[src/rtl/muldiv_unit_if.sv]
// muldiv_unit_if -- request/response bundle for the iterative multiply/divide unit.
// The requester drives the operation and operands and takes results (master);
// the unit consumes requests and presents registered results (slave).
interface muldiv_unit_if #(
  parameter int WIDTH = 32
);
  logic             in_valid;
  logic             in_ready;
  logic [2:0]       op;
  logic [WIDTH-1:0] rs1;
  logic [WIDTH-1:0] rs2;
  logic             out_valid;
  logic             out_ready;
  logic [WIDTH-1:0] result;

  modport master (
    output in_valid, op, rs1, rs2, out_ready,
    input  in_ready, out_valid, result
  );

  modport slave (
    input  in_valid, op, rs1, rs2, out_ready,
    output in_ready, out_valid, result
  );
endinterface

[src/rtl/muldiv_unit.sv]
// muldiv_unit -- iterative RV32M-style multiply/divide unit.
// One radix-2 shift-add (multiply) or restoring shift-subtract (divide) step
// per cycle for WIDTH cycles, working on operand magnitudes, with sign
// correction folded into the final step that loads the result register.
// Optional feature macro: MULDIV_EARLY_OUT_EN -- divide-by-zero, signed
// divide overflow and multiply by zero skip the iterative phase and deliver
// their result one edge after acceptance.
module muldiv_unit #(
  parameter int WIDTH = 32
) (
  input  logic         clk,
  input  logic         rst,
  input  logic         flush,
  muldiv_unit_if.slave bus
);

  localparam int CW = $clog2(WIDTH + 1);

  typedef enum logic [1:0] {
    IDLE = 2'd0,
    BUSY = 2'd1,
    DONE = 2'd2
  } state_t;

  state_t state_reg;
  state_t state_next;

  // Iteration state. For multiply lo_reg holds the shrinking multiplier and
  // hi_reg the growing partial product; for divide lo_reg holds the dividend
  // being shifted out / quotient being shifted in and hi_reg the remainder.
  logic [CW-1:0]    count_reg;
  logic [2:0]       op_reg;
  logic [WIDTH-1:0] hi_reg;
  logic [WIDTH-1:0] lo_reg;
  logic [WIDTH-1:0] b_reg;
  logic [WIDTH-1:0] result_reg;
  logic             neg_q_reg;
  logic             neg_r_reg;
  logic             div_zero_reg;

  // Request decode
  logic             accept;
  logic             a_signed;
  logic             b_signed;
  logic             neg_a;
  logic             neg_b;
  logic [WIDTH-1:0] mag_a;
  logic [WIDTH-1:0] mag_b;
  logic             early_hit;
  logic [WIDTH-1:0] early_val;

  // Step datapath
  logic [WIDTH:0]     sum;
  logic [WIDTH:0]     shifted;
  logic [WIDTH:0]     diff;
  logic [WIDTH-1:0]   hi_step;
  logic [WIDTH-1:0]   lo_step;
  logic [2*WIDTH-1:0] prod;
  logic [2*WIDTH-1:0] prod_fix;
  logic [WIDTH-1:0]   quo_fix;
  logic [WIDTH-1:0]   rem_fix;
  logic [WIDTH-1:0]   final_val;
  logic               last_step;

  assign accept    = (state_reg == IDLE) && bus.in_valid && !flush;
  assign last_step = (count_reg == CW'(1));

  // Hold in_ready low while reset is asserted so nothing is taken during reset.
  assign bus.in_ready  = (state_reg == IDLE) && !rst;
  assign bus.out_valid = (state_reg == DONE);
  assign bus.result    = result_reg;

  // Operand signedness and magnitudes for the incoming request
  always_comb begin
    a_signed = (bus.op == 3'b001) || (bus.op == 3'b010) ||
               (bus.op == 3'b100) || (bus.op == 3'b110);
    b_signed = (bus.op == 3'b001) || (bus.op == 3'b100) || (bus.op == 3'b110);
    neg_a    = a_signed && bus.rs1[WIDTH-1];
    neg_b    = b_signed && bus.rs2[WIDTH-1];
    mag_a    = neg_a ? -bus.rs1 : bus.rs1;
    mag_b    = neg_b ? -bus.rs2 : bus.rs2;
  end

`ifdef MULDIV_EARLY_OUT_EN
  // Detect operations whose result is known without iterating
  always_comb begin
    early_hit = 1'b0;
    early_val = '0;
    if (!bus.op[2]) begin
      if ((bus.rs1 == '0) || (bus.rs2 == '0)) begin
        early_hit = 1'b1;
      end
    end else if (bus.rs2 == '0) begin
      early_hit = 1'b1;
      early_val = bus.op[1] ? bus.rs1 : '1;
    end else if (!bus.op[0] && (bus.rs1 == {1'b1, {(WIDTH-1){1'b0}}}) &&
                 (bus.rs2 == '1)) begin
      early_hit = 1'b1;
      early_val = bus.op[1] ? '0 : bus.rs1;
    end
  end
`else
  assign early_hit = 1'b0;
  assign early_val = '0;
`endif

  // One iteration step plus the sign-corrected result of the final step
  always_comb begin
    sum     = {1'b0, hi_reg} + (lo_reg[0] ? {1'b0, b_reg} : '0);
    shifted = {hi_reg, lo_reg[WIDTH-1]};
    diff    = shifted - {1'b0, b_reg};
    if (op_reg[2]) begin
      // A non-negative trial difference means the divisor fits: keep it.
      if (!diff[WIDTH]) begin
        hi_step = diff[WIDTH-1:0];
        lo_step = {lo_reg[WIDTH-2:0], 1'b1};
      end else begin
        hi_step = shifted[WIDTH-1:0];
        lo_step = {lo_reg[WIDTH-2:0], 1'b0};
      end
    end else begin
      hi_step = sum[WIDTH:1];
      lo_step = {sum[0], lo_reg[WIDTH-1:1]};
    end

    prod     = {hi_step, lo_step};
    prod_fix = neg_q_reg ? -prod : prod;
    // Zero divisor: the quotient is all-ones regardless of operand signs.
    quo_fix  = div_zero_reg ? '1 : (neg_q_reg ? -lo_step : lo_step);
    rem_fix  = neg_r_reg ? -hi_step : hi_step;

    case (op_reg)
      3'b000:  final_val = prod_fix[WIDTH-1:0];
      3'b001,
      3'b010,
      3'b011:  final_val = prod_fix[2*WIDTH-1:WIDTH];
      3'b100,
      3'b101:  final_val = quo_fix;
      default: final_val = rem_fix;
    endcase
  end

  // State register
  always_ff @(posedge clk or posedge rst) begin
    if (rst) begin
      state_reg <= IDLE;
    end else begin
      state_reg <= state_next;
    end
  end

  // Next-state logic; flush overrides every other transition
  always_comb begin
    state_next = state_reg;
    case (state_reg)
      IDLE: begin
        if (bus.in_valid) begin
          state_next = early_hit ? DONE : BUSY;
        end
      end
      BUSY: begin
        if (last_step) begin
          state_next = DONE;
        end
      end
      DONE: begin
        if (bus.out_ready) begin
          state_next = IDLE;
        end
      end
      default: state_next = IDLE;
    endcase
    if (flush) begin
      state_next = IDLE;
    end
  end

  // Operand capture, iteration registers and the result register
  always_ff @(posedge clk or posedge rst) begin
    if (rst) begin
      count_reg    <= '0;
      op_reg       <= '0;
      hi_reg       <= '0;
      lo_reg       <= '0;
      b_reg        <= '0;
      result_reg   <= '0;
      neg_q_reg    <= 1'b0;
      neg_r_reg    <= 1'b0;
      div_zero_reg <= 1'b0;
    end else if (flush) begin
      count_reg <= '0;
    end else if (accept) begin
      op_reg       <= bus.op;
      neg_q_reg    <= neg_a ^ neg_b;
      neg_r_reg    <= neg_a;
      div_zero_reg <= bus.op[2] && (bus.rs2 == '0);
      hi_reg       <= '0;
      lo_reg       <= bus.op[2] ? mag_a : mag_b;
      b_reg        <= bus.op[2] ? mag_b : mag_a;
      if (early_hit) begin
        count_reg  <= '0;
        result_reg <= early_val;
      end else begin
        count_reg  <= CW'(WIDTH);
      end
    end else if (state_reg == BUSY) begin
      hi_reg    <= hi_step;
      lo_reg    <= lo_step;
      count_reg <= count_reg - CW'(1);
      if (last_step) begin
        result_reg <= final_val;
      end
    end
  end

endmodule

[src/flat_wrapper.sv]
// flat-port wrapper written by rule: the top's interface ports become plain ports
module muldiv_unit_flat 
#(
  parameter int WIDTH = 32
)
  (clk, rst, flush, bus_in_valid, bus_op, bus_rs1, bus_rs2, bus_out_ready, bus_in_ready, bus_out_valid, bus_result);
  muldiv_unit_if #(.WIDTH(WIDTH)) bus_i ();
  input  logic clk;
  input  logic rst;
  input  logic flush;
  input wire logic [$bits(bus_i.in_valid)-1:0] bus_in_valid;
  input wire logic [$bits(bus_i.op)-1:0] bus_op;
  input wire logic [$bits(bus_i.rs1)-1:0] bus_rs1;
  input wire logic [$bits(bus_i.rs2)-1:0] bus_rs2;
  input wire logic [$bits(bus_i.out_ready)-1:0] bus_out_ready;
  output wire logic [$bits(bus_i.in_ready)-1:0] bus_in_ready;
  output wire logic [$bits(bus_i.out_valid)-1:0] bus_out_valid;
  output wire logic [$bits(bus_i.result)-1:0] bus_result;
  assign bus_i.in_valid = bus_in_valid;
  assign bus_i.op = bus_op;
  assign bus_i.rs1 = bus_rs1;
  assign bus_i.rs2 = bus_rs2;
  assign bus_i.out_ready = bus_out_ready;
  assign bus_in_ready = bus_i.in_ready;
  assign bus_out_valid = bus_i.out_valid;
  assign bus_result = bus_i.result;
  muldiv_unit #(.WIDTH(WIDTH)) u_core (.clk(clk), .rst(rst), .flush(flush), .bus(bus_i));
endmodule
[config.mk]
export PLATFORM = sky130hd
export DESIGN_NAME = muldiv_unit_flat
export DESIGN_NICKNAME = d
export VERILOG_FILES = /design/src/rtl/muldiv_unit_if.sv /design/src/rtl/muldiv_unit.sv /design/src/flat_wrapper.sv
export SDC_FILE = /design/constraint.sdc
export NUM_CORES = 1
export LEC_CHECK = 0
export ABC_AREA = 1
export CORE_ASPECT_RATIO = 1.75
export CORE_UTILIZATION = 35
export DETAILED_ROUTE_END_ITERATION = 7
export PLACE_DENSITY = 0.61
export RECOVER_POWER = 50
export SLEW_MARGIN = 5
export SYNTH_ARGS = -nofsm -noshare
export SYNTH_HDL_FRONTEND = slang
export SYNTH_SLANG_ARGS = --single-unit
[constraint.sdc]
create_clock -name clk -period 5.7 [get_ports clk]
set_input_delay 1.14 -clock clk [delete_from_list [all_inputs] [get_ports clk]]
set_output_delay 1.14 -clock clk [all_outputs]
set_load 0.05 [all_outputs]
# Word level (Yosys, flattened, before mapping)
# Index checks and enable logic that the tools add are counted.
# W data, S select, Z words.
# word_totals
register_bits	142
in_bits	72
output_inout_bits	34
# op_classes
addsub	8
eq_ne	15
mux	26
bitwise	3
n_reduce_logical	24
# op_table
cell	n
$mux W32	15
$neg A32 Y32	4
$pmux W32 S3	1
$mux W64	1
$neg A64 Y64	1
$add A32 B33 Y33	1
$sub A33 B32 Y33	1
$logic_not A32 Y1	1
$mux W6	3
$eq A3 B3 Y1 const B	4
$eq A3 B2 Y1 const B	3
$mux W2	4
$eq A3 B1 Y1 const B	2
$eq A6 B1 Y1 const B	1
$logic_and A1 B1 Y1	6
$ne A3 B3 Y1 const B	2
$pmux W2 S3	1
$sub A6 B1 Y6 const B	1
$logic_or A1 B1 Y1	5
$reduce_and A2 Y1	2
$reduce_and A4 Y1	1
$logic_not A3 Y1	1
$ne A3 B2 Y1 const B	1
$reduce_and A3 Y1	1
11 further kinds	13

# Logic depth before layout (Yosys ltp)
# Gate-level depths: netlist of run 1.
# depth
ltp_word	8
depth_mapped	36

# Worst setup path before layout of run 1
# No wires, ideal clock.
# synth_path
path_kind	register -> register
start	register u_core.b_reg[0]
end	register u_core.result_reg[26] (netlist: u_core.bus.result[26])
setup_ns	0.118
t_arrival_ns	3.691
required_ns	5.582
slack_ns	1.892
stages_incl_launch_ff	33
n_path_buf	1
period_less_slack_ns	3.808
path_cell_list	dfrtp_1 ha_1 fa_1 inv_1 nand2_1 nand2_1 nand3_2 nand2_2 nand2_2 nand2_2 nand2_4 nand2_4 nand2_4 nand2_4 buf_6 nand2_2 nand2_2 ha_1 nand2_1 nor2_1 nand2_1 nor2_1 nand2_1 inv_1 nand4_1 nor2_1 nand3_1 o21ai_2 nand3_1 nand3_1 nand3_1 nand2_1 nand2_1
# synth_via
elab_chain_cells	7
elab_cells_between_ends	15
# synth_lines
element	line_no	rtl
start: declaration	muldiv_unit.sv:35	logic [WIDTH-1:0] b_reg;
start signal: assignment	muldiv_unit.sv:199	b_reg <= bus.op[2] ? mag_b : mag_a;
$sub A33 B32 Y33	muldiv_unit.sv:111	diff = shifted - {1'b0, b_reg};
$mux W1	muldiv_unit.sv:114	if (!diff[WIDTH]) begin
$mux W32	muldiv_unit.sv:112	if (op_reg[2]) begin
$neg A32 Y32	muldiv_unit.sv:129	quo_fix = div_zero_reg ? '1 : (neg_q_reg ? -lo_step : lo_step);
$mux W32 (2 in series)	muldiv_unit.sv:129	
$pmux W32 S3 *	muldiv_unit.sv:132	case (op_reg)
end signal: assignment	muldiv_unit.sv:202	result_reg <= early_val;
end signal: assignment	muldiv_unit.sv:211	result_reg <= final_val;
end: declaration	muldiv_unit.sv:36	logic [WIDTH-1:0] result_reg;
# Every way passes the cells marked *; elsewhere a longest branch is shown, timed or not.
# A chain may end at the register's enable or synchronous reset.

# Final worst setup path of run 1
# layout_path
start	input flush
end	register u_core.lo_reg[27]
# layout_via
elab_chain_cells	4
elab_cells_between_ends	6
# layout_lines
element	line_no	rtl
start: declaration	flat_wrapper.sv:10	input logic flush;
$logic_not A1 Y1	muldiv_unit.sv:65	assign accept = (state_reg == IDLE) && bus.in_valid && !flush;
$logic_and A1 B1 Y1	muldiv_unit.sv:65	
$reduce_bool A2 Y1 (no line)	--	
$reduce_and A2 Y1 (no line)	--	
end signal: assignment	muldiv_unit.sv:198	lo_reg <= bus.op[2] ? mag_a : mag_b;
end signal: assignment	muldiv_unit.sv:208	lo_reg <= lo_step;
end: declaration	muldiv_unit.sv:34	logic [WIDTH-1:0] lo_reg;
# Parallel ways exist; a longest one is shown, timed or not.

==> results.md, run 1 <==
- Final Setup Violations: 0
- Post-synth ARST share: 1.00
- Fmax: 205 MHz
- Final Hold Viols: 0
- DRT iter0 DRCs: 1832
- Postcts setup bufs: 0
- Final Cell Area: 0.0194 mm2
- Unique masters post-synth: 50
- Worst Path Arrival: 5.21 ns
- Num rows: 106
- Via density per instance: 5.41
- CP max-delay cell: nor2_1
- Post-synth EDFFs: 0
- GP Congestion: 1.02
- Initial Utilization: 0.356
- Tcrit/Tclk final: 0.854
- Clk_skew: 0.0106 ns
- GR Overflow Total: 0
- Data required, critical path: 6.04 ns
- CORE AREA: 0.0480 mm2
- Clock transition at path regs: 0.07 ns
- Failing checks: capacitance limit, slew limit
- Chip Width: 169 um
- I/O pin total: 106
- Outcome: finished, violations left
- Skew-Pair Late Insertion Delay: 0.47 ns
- Cell taking the most area after synthesis: nand2_1
- CTS Buf Count: 17
- DRC: 0
- Syn_area_per_cell: 5.73 um2
- Number of hold buffers added after CTS: 0
- Worst hold path startpoint: u_core.bus.result[2]
- Pin count of the biggest net entering global routing: 88
- CP most frequent cell: nor2_1
- Setup Total Neg Slack: 0 ns
- I/O Buffers: 105
- Fin util: 0.405
- RR Startpoint: u_core.b_reg[17]
- Vias: 20100
- First-pass GRT wire length: 118 mm
- Leading cell type in the layout, fill and taps excluded: nand2_1
- CP endpoint kind: flop
- Max Slew Vio Count: 85
- H-tree depth: 4
- Tot GR Track Use: 0.327
- DIE HEIGHT: 294 um
- Crit-path max cell delay: 1.53 ns
- Syn. warnings: 0
- Tmin final: 4.87 ns
- Sequential area share after synthesis: 0.208
- Post-detailed-route count of antenna-violating nets: 0
- CP startpoint: flush
- Share of layout cells above drive strength 1: 0.0558
- Post-DP Area: 0.0188 mm2
- Syn Nets: 3127
- Unrepaired setup endpoints after global routing: no
- Slew margin rel.: -0.176
- Synthesized instance count: 2983
- Area contributors post-synth: nand2_1 (23%), dfrtp_1 (21%), inv_1 (9.5%)
- Kind of critical path: in -> reg
- WL per Instance: 21.5 um
- Post-synthesis register bit count: 142
- Post_cts resized: 0
- Detailed-placement wirelength estimate: 63.5 mm
- Layout area overhead: 13.7%
- Worst-path cell chain: dlygate4sd3_1 -> nor2_1 -> nand2_1 -> clkbuf_1 -> nor2_1 -> inv_1 -> o221ai_1
- Yosys top cell area share: 0.227
- Die ar.: 0.0497 mm2
- Post-Syn Area: 0.0171 mm2
- Nets@finish: 3196
- CTS tree: built
- Hold WC Path Type: reg -> reg
- Root Driver: clkbuf_16
- Worst-path maximum fanout: 27
- Vias in the first global route: 19700
- Worst-case clock buffer depth: 2
- Predominant post-synthesis flop cell: dfrtp_1
- Initial antenna violation count: 0
- Detailed Routing Iterations Pass 1: 6
- Max_cap viols: 3
- Tightest Pin Transition: 1.76 ns
- Final WL: 79.7 mm
- Clock sinks: 142
- Most frequent cells in the layout: nand2_1 (1033), inv_1 (432), nor2_1 (293)
- Critical path startpoint category: input pin
[through the flow]
step	cells	setup slack (ns)	hold slack [ns]
after floorplan	2983	0.750	0.450
after global placement	3680	1.07	0.464
after detailed placement	3680	1.07	0.465
after CTS	3712	1.05	0.484
after global routing	3713	0.579	0.488
final	3714	0.831	0.473
[Yosys cell counts, drive strengths merged (4+ instances only)]
cell type	instances
nand4	25
nor4	5
xnor2	31
nand3b	17
nor3	32
clkinv	4
a31oi	11
ha	70
nor2	317
buf	27
dfrtp	142
a21oi	103
o22ai	33
nand3	229
or2	15
o21a	6
nand2	1064
inv	455
clkbuf	59
a221o	13
o221ai	12
o211ai	18
o2111ai	16
o21ai	178
o21bai	4
a22oi	13
o31ai	4
xor2	69
[cell families after synthesis]
kind of cell,after synthesis,synth area share
AOI/OAI and AO/OA,418,0.146
xor gates and xnor gates,100,0.0513
adders and majority gates,72,0.0536
buffers and inverters,545,0.123
DFF,142,0.208
and+or+nand+nor,1706,0.418
[area by class of cell]
| type | instances | area (um2) |
|---|---|---|
| Sequential cell | 142 | 3560 |
| Inverter | 459 | 1730 |
| Multi-Input combinational cell | 2296 | 11400 |
| Antenna cell | 1 | 2.50 |
| Clock buffer | 18 | 439 |
| Fill cell | 5450 | 28600 |
| Timing Repair Buffer | 136 | 1270 |
| Tap cell | 648 | 811 |
| Clock inverter | 14 | 175 |
[routing by layer]
metal	vias to the layer above	track usage	wire length (um)
li1	9633	-	-
met1	9194	0.326	27100
met2	913	0.569	38400
met3	360	0.0451	4470
met4	0	0.334	9700
met5	-	0	0
[path summary, 6_finish.rpt]
check                                   endpoint  slack (ns)  cells past startpoint
setup / recovery               u_core.lo_reg[27]        0.83                      7
hold / removal              u_core.bus.result[2]        0.47                      2
setup reg to reg           u_core.bus.result[16]        0.89                     30
hold reg to reg             u_core.bus.result[2]        0.47                      2
max in group asynchronous        u_core.b_reg[4]        2.16                      3
min in group asynchronous      u_core.lo_reg[14]        1.39                      2
[worst max-delay path: cells and delay by family]
kind	cells	cell delay [ns]
AO/OA/AOI/OAI	1	0.49
buffers and inverters	3	1.84
AND/OR/NAND/NOR	3	1.73
Power of run 1 is not shown: default switching activity piles up to over one toggle a cycle in this logic, so the estimate is an artifact.
==> inputs of run 2 (changes only) <==
--- a/config.mk
+++ b/config.mk
@@ -11,6 +11,7 @@
 export DETAILED_ROUTE_END_ITERATION = 7
 export PLACE_DENSITY = 0.61
 export RECOVER_POWER = 50
+export SKIP_LAST_GASP = 1
 export SLEW_MARGIN = 5
 export SYNTH_ARGS = -nofsm -noshare
 export SYNTH_HDL_FRONTEND = slang
==> results of run 2 <==
The final DEF is identical to that of run 1; final timing and power are the same.
Power of run 2 is left out for the same reason.
==> inputs of run 3 (changes only) <==
--- a/config.mk
+++ b/config.mk
@@ -9,7 +9,7 @@
 export CORE_ASPECT_RATIO = 1.75
 export CORE_UTILIZATION = 35
 export DETAILED_ROUTE_END_ITERATION = 7
-export PLACE_DENSITY = 0.61
+export GPL_ROUTABILITY_DRIVEN = 0
 export RECOVER_POWER = 50
 export SKIP_LAST_GASP = 1
 export SLEW_MARGIN = 5
==> run 3 against run 2 <==
  * The run still ends with capacitance limit, slew limit left
  * Via count barely moved
  * Cell count barely moved
  * Count of clock-buffer cells in the layout up 1
  * Sequential share of layout area hardly changed
  * Sequential cell count is the same
  * Critical path depth shrank 1
  * Routed wire length increased by 1.7%
  * Maximum frequency down 3.8%
  * Setup slack got worse by 0.19 ns
==> results.md, run 3 (synthesis gave the netlist of run 1 again) <==
- Final Setup Violations: 0 (unchanged)
- Fmax: 198 MHz (-3.8%)
- WL per Instance: 21.8 um (+1.6%)
- Detailed Routing Iterations Pass 1: 8 (+2)
- DRT iter0 DRCs: 1878 (+2.5%)
- Post_cts resized: 0 (unchanged)
- Share of layout cells above drive strength 1: 0.0558 (about the same)
- Most frequent cells in the layout: nand2_1 (1033), inv_1 (433), nor2_1 (293)
- Max Slew Vio Count: 159 (+87%)
- Skew-Pair Late Insertion Delay: 0.47 ns (about the same)
- Leading cell type in the layout, fill and taps excluded: nand2_1
- I/O Buffers: 105 (unchanged)
- Tmin final: 5.06 ns (+0.191 ns)
- Layout area overhead: 13.6%
- Worst-path maximum fanout: 58 (+110%)
- Initial Utilization: 0.356 (unchanged)
- Number of hold buffers added after CTS: 0 (unchanged)
- Vias in the first global route: 19400 (-1.3%)
- Via density per instance: 5.41 (about the same)
- Kind of critical path: in -> reg
- Vias: 20100 (+0.090%)
- Num rows: 106 (unchanged)
- Clock transition at path regs: 0.07 ns (about the same)
- Clk_skew: 0.0145 ns (+0.00388 ns)
- Setup Total Neg Slack: 0 ns (unchanged)
- CORE AREA: 0.0480 mm2 (unchanged)
- Final Hold Viols: 0 (unchanged)
- Data required, critical path: 6.04 ns (about the same)
- GR Overflow Total: 0 (unchanged)
- H-tree depth: 4 (unchanged)
- Chip Width: 169 um (unchanged)
- Worst-case clock buffer depth: 2 (unchanged)
- Postcts setup bufs: 0 (unchanged)
- First-pass GRT wire length: 119 mm (+0.68%)
- DRC: 0 (unchanged)
- I/O pin total: 106 (unchanged)
- Tcrit/Tclk final: 0.888 (+0.0334)
- Reg-to-reg slack, setup: 0.91 ns (+0.02 ns)
- Root Driver: clkbuf_16
- Failing checks: capacitance limit, slew limit
- CTS tree: built
- DIE HEIGHT: 294 um (unchanged)
- Outcome: finished, violations left
- Worst Path Arrival: 5.40 ns (+0.19 ns)
- Final WL: 81.0 mm (+1.7%)
- CTS Buf Count: 17 (unchanged)
- Max_cap viols: 3 (unchanged)
- Initial antenna violation count: 3 (+3)
- Slew margin rel.: -1.11 (-0.935)
- CP endpoint kind: flop
- Clock sinks: 142 (unchanged)
- Nets@finish: 3198 (+0.063%)
- Hold WC Path Type: reg -> reg
- Die ar.: 0.0497 mm2 (unchanged)
- Detailed-placement wirelength estimate: 63.3 mm (-0.34%)
- Tot GR Track Use: 0.330 (+0.00363)
- Pin count of the biggest net entering global routing: 81 (-8.0%)
- Unrepaired setup endpoints after global routing: no
- Tightest Pin Transition: 3.17 ns (+1.40 ns)
- Post-detailed-route count of antenna-violating nets: 0 (unchanged)
- Critical path startpoint category: input pin
==> run 3: worst paths after layout <==
kind                                 startpoint              endpoint  depth (start not counted)
max reg2reg                    u_core.b_reg[27]  u_core.bus.result[4]                         25
max                                       flush     u_core.lo_reg[21]                          6
min in group asynchronous                   rst     u_core.lo_reg[11]                          2
min reg2reg                u_core.bus.result[2]  u_core.bus.result[2]                          2
max in group asynchronous                   rst      u_core.b_reg[19]                          3
min                        u_core.bus.result[2]  u_core.bus.result[2]                          2
==> run 3: area by class of cell <==
class / instances / area, um2
Fill cell: 5478 / 28600
Sequential cell: 142 / 3560
Antenna cell: 1 / 2.50
Multi-Input combinational cell: 2296 / 11400
Inverter: 459 / 1720
Clock inverter: 13 / 150
Tap cell: 648 / 811
Timing Repair Buffer: 138 / 1280
Clock buffer: 19 / 443
==> run 3: metal layers <==
| layer | GRT usage | routed length, um | up-vias |
|---|---|---|---|
| met5 | 0 | 26 | - |
| li1 | - | - | 9657 |
| met1 | 0.332 | 27400 | 9125 |
| met2 | 0.569 | 39100 | 953 |
| met4 | 0.326 | 9170 | 4 |
| met3 | 0.0560 | 5350 | 379 |
==> run 3: critical path, cell delays in order <==
cell and delay (ns):
dlygate4sd3_1 0.61, nor2_1 0.08, inv_1 0.09, clkbuf_1 2.15
o22ai_1 0.79, a221o_1 0.52
==> run 3: metrics by stage <==
stage	hold slack, ns	setup WS [ns]	instances	instance area (um2)	util
floorplan	0.450	0.750	2983	17100	-
global placement	0.464	1.00	3683	18800	0.392
detailed placement	0.466	0.994	3683	18800	0.392
CTS	0.483	1.06	3715	19400	0.405
global route	0.495	0.502	3715	19400	0.404
finish	0.473	0.641	3716	19400	0.404
Power of run 3 is left out for the same reason.
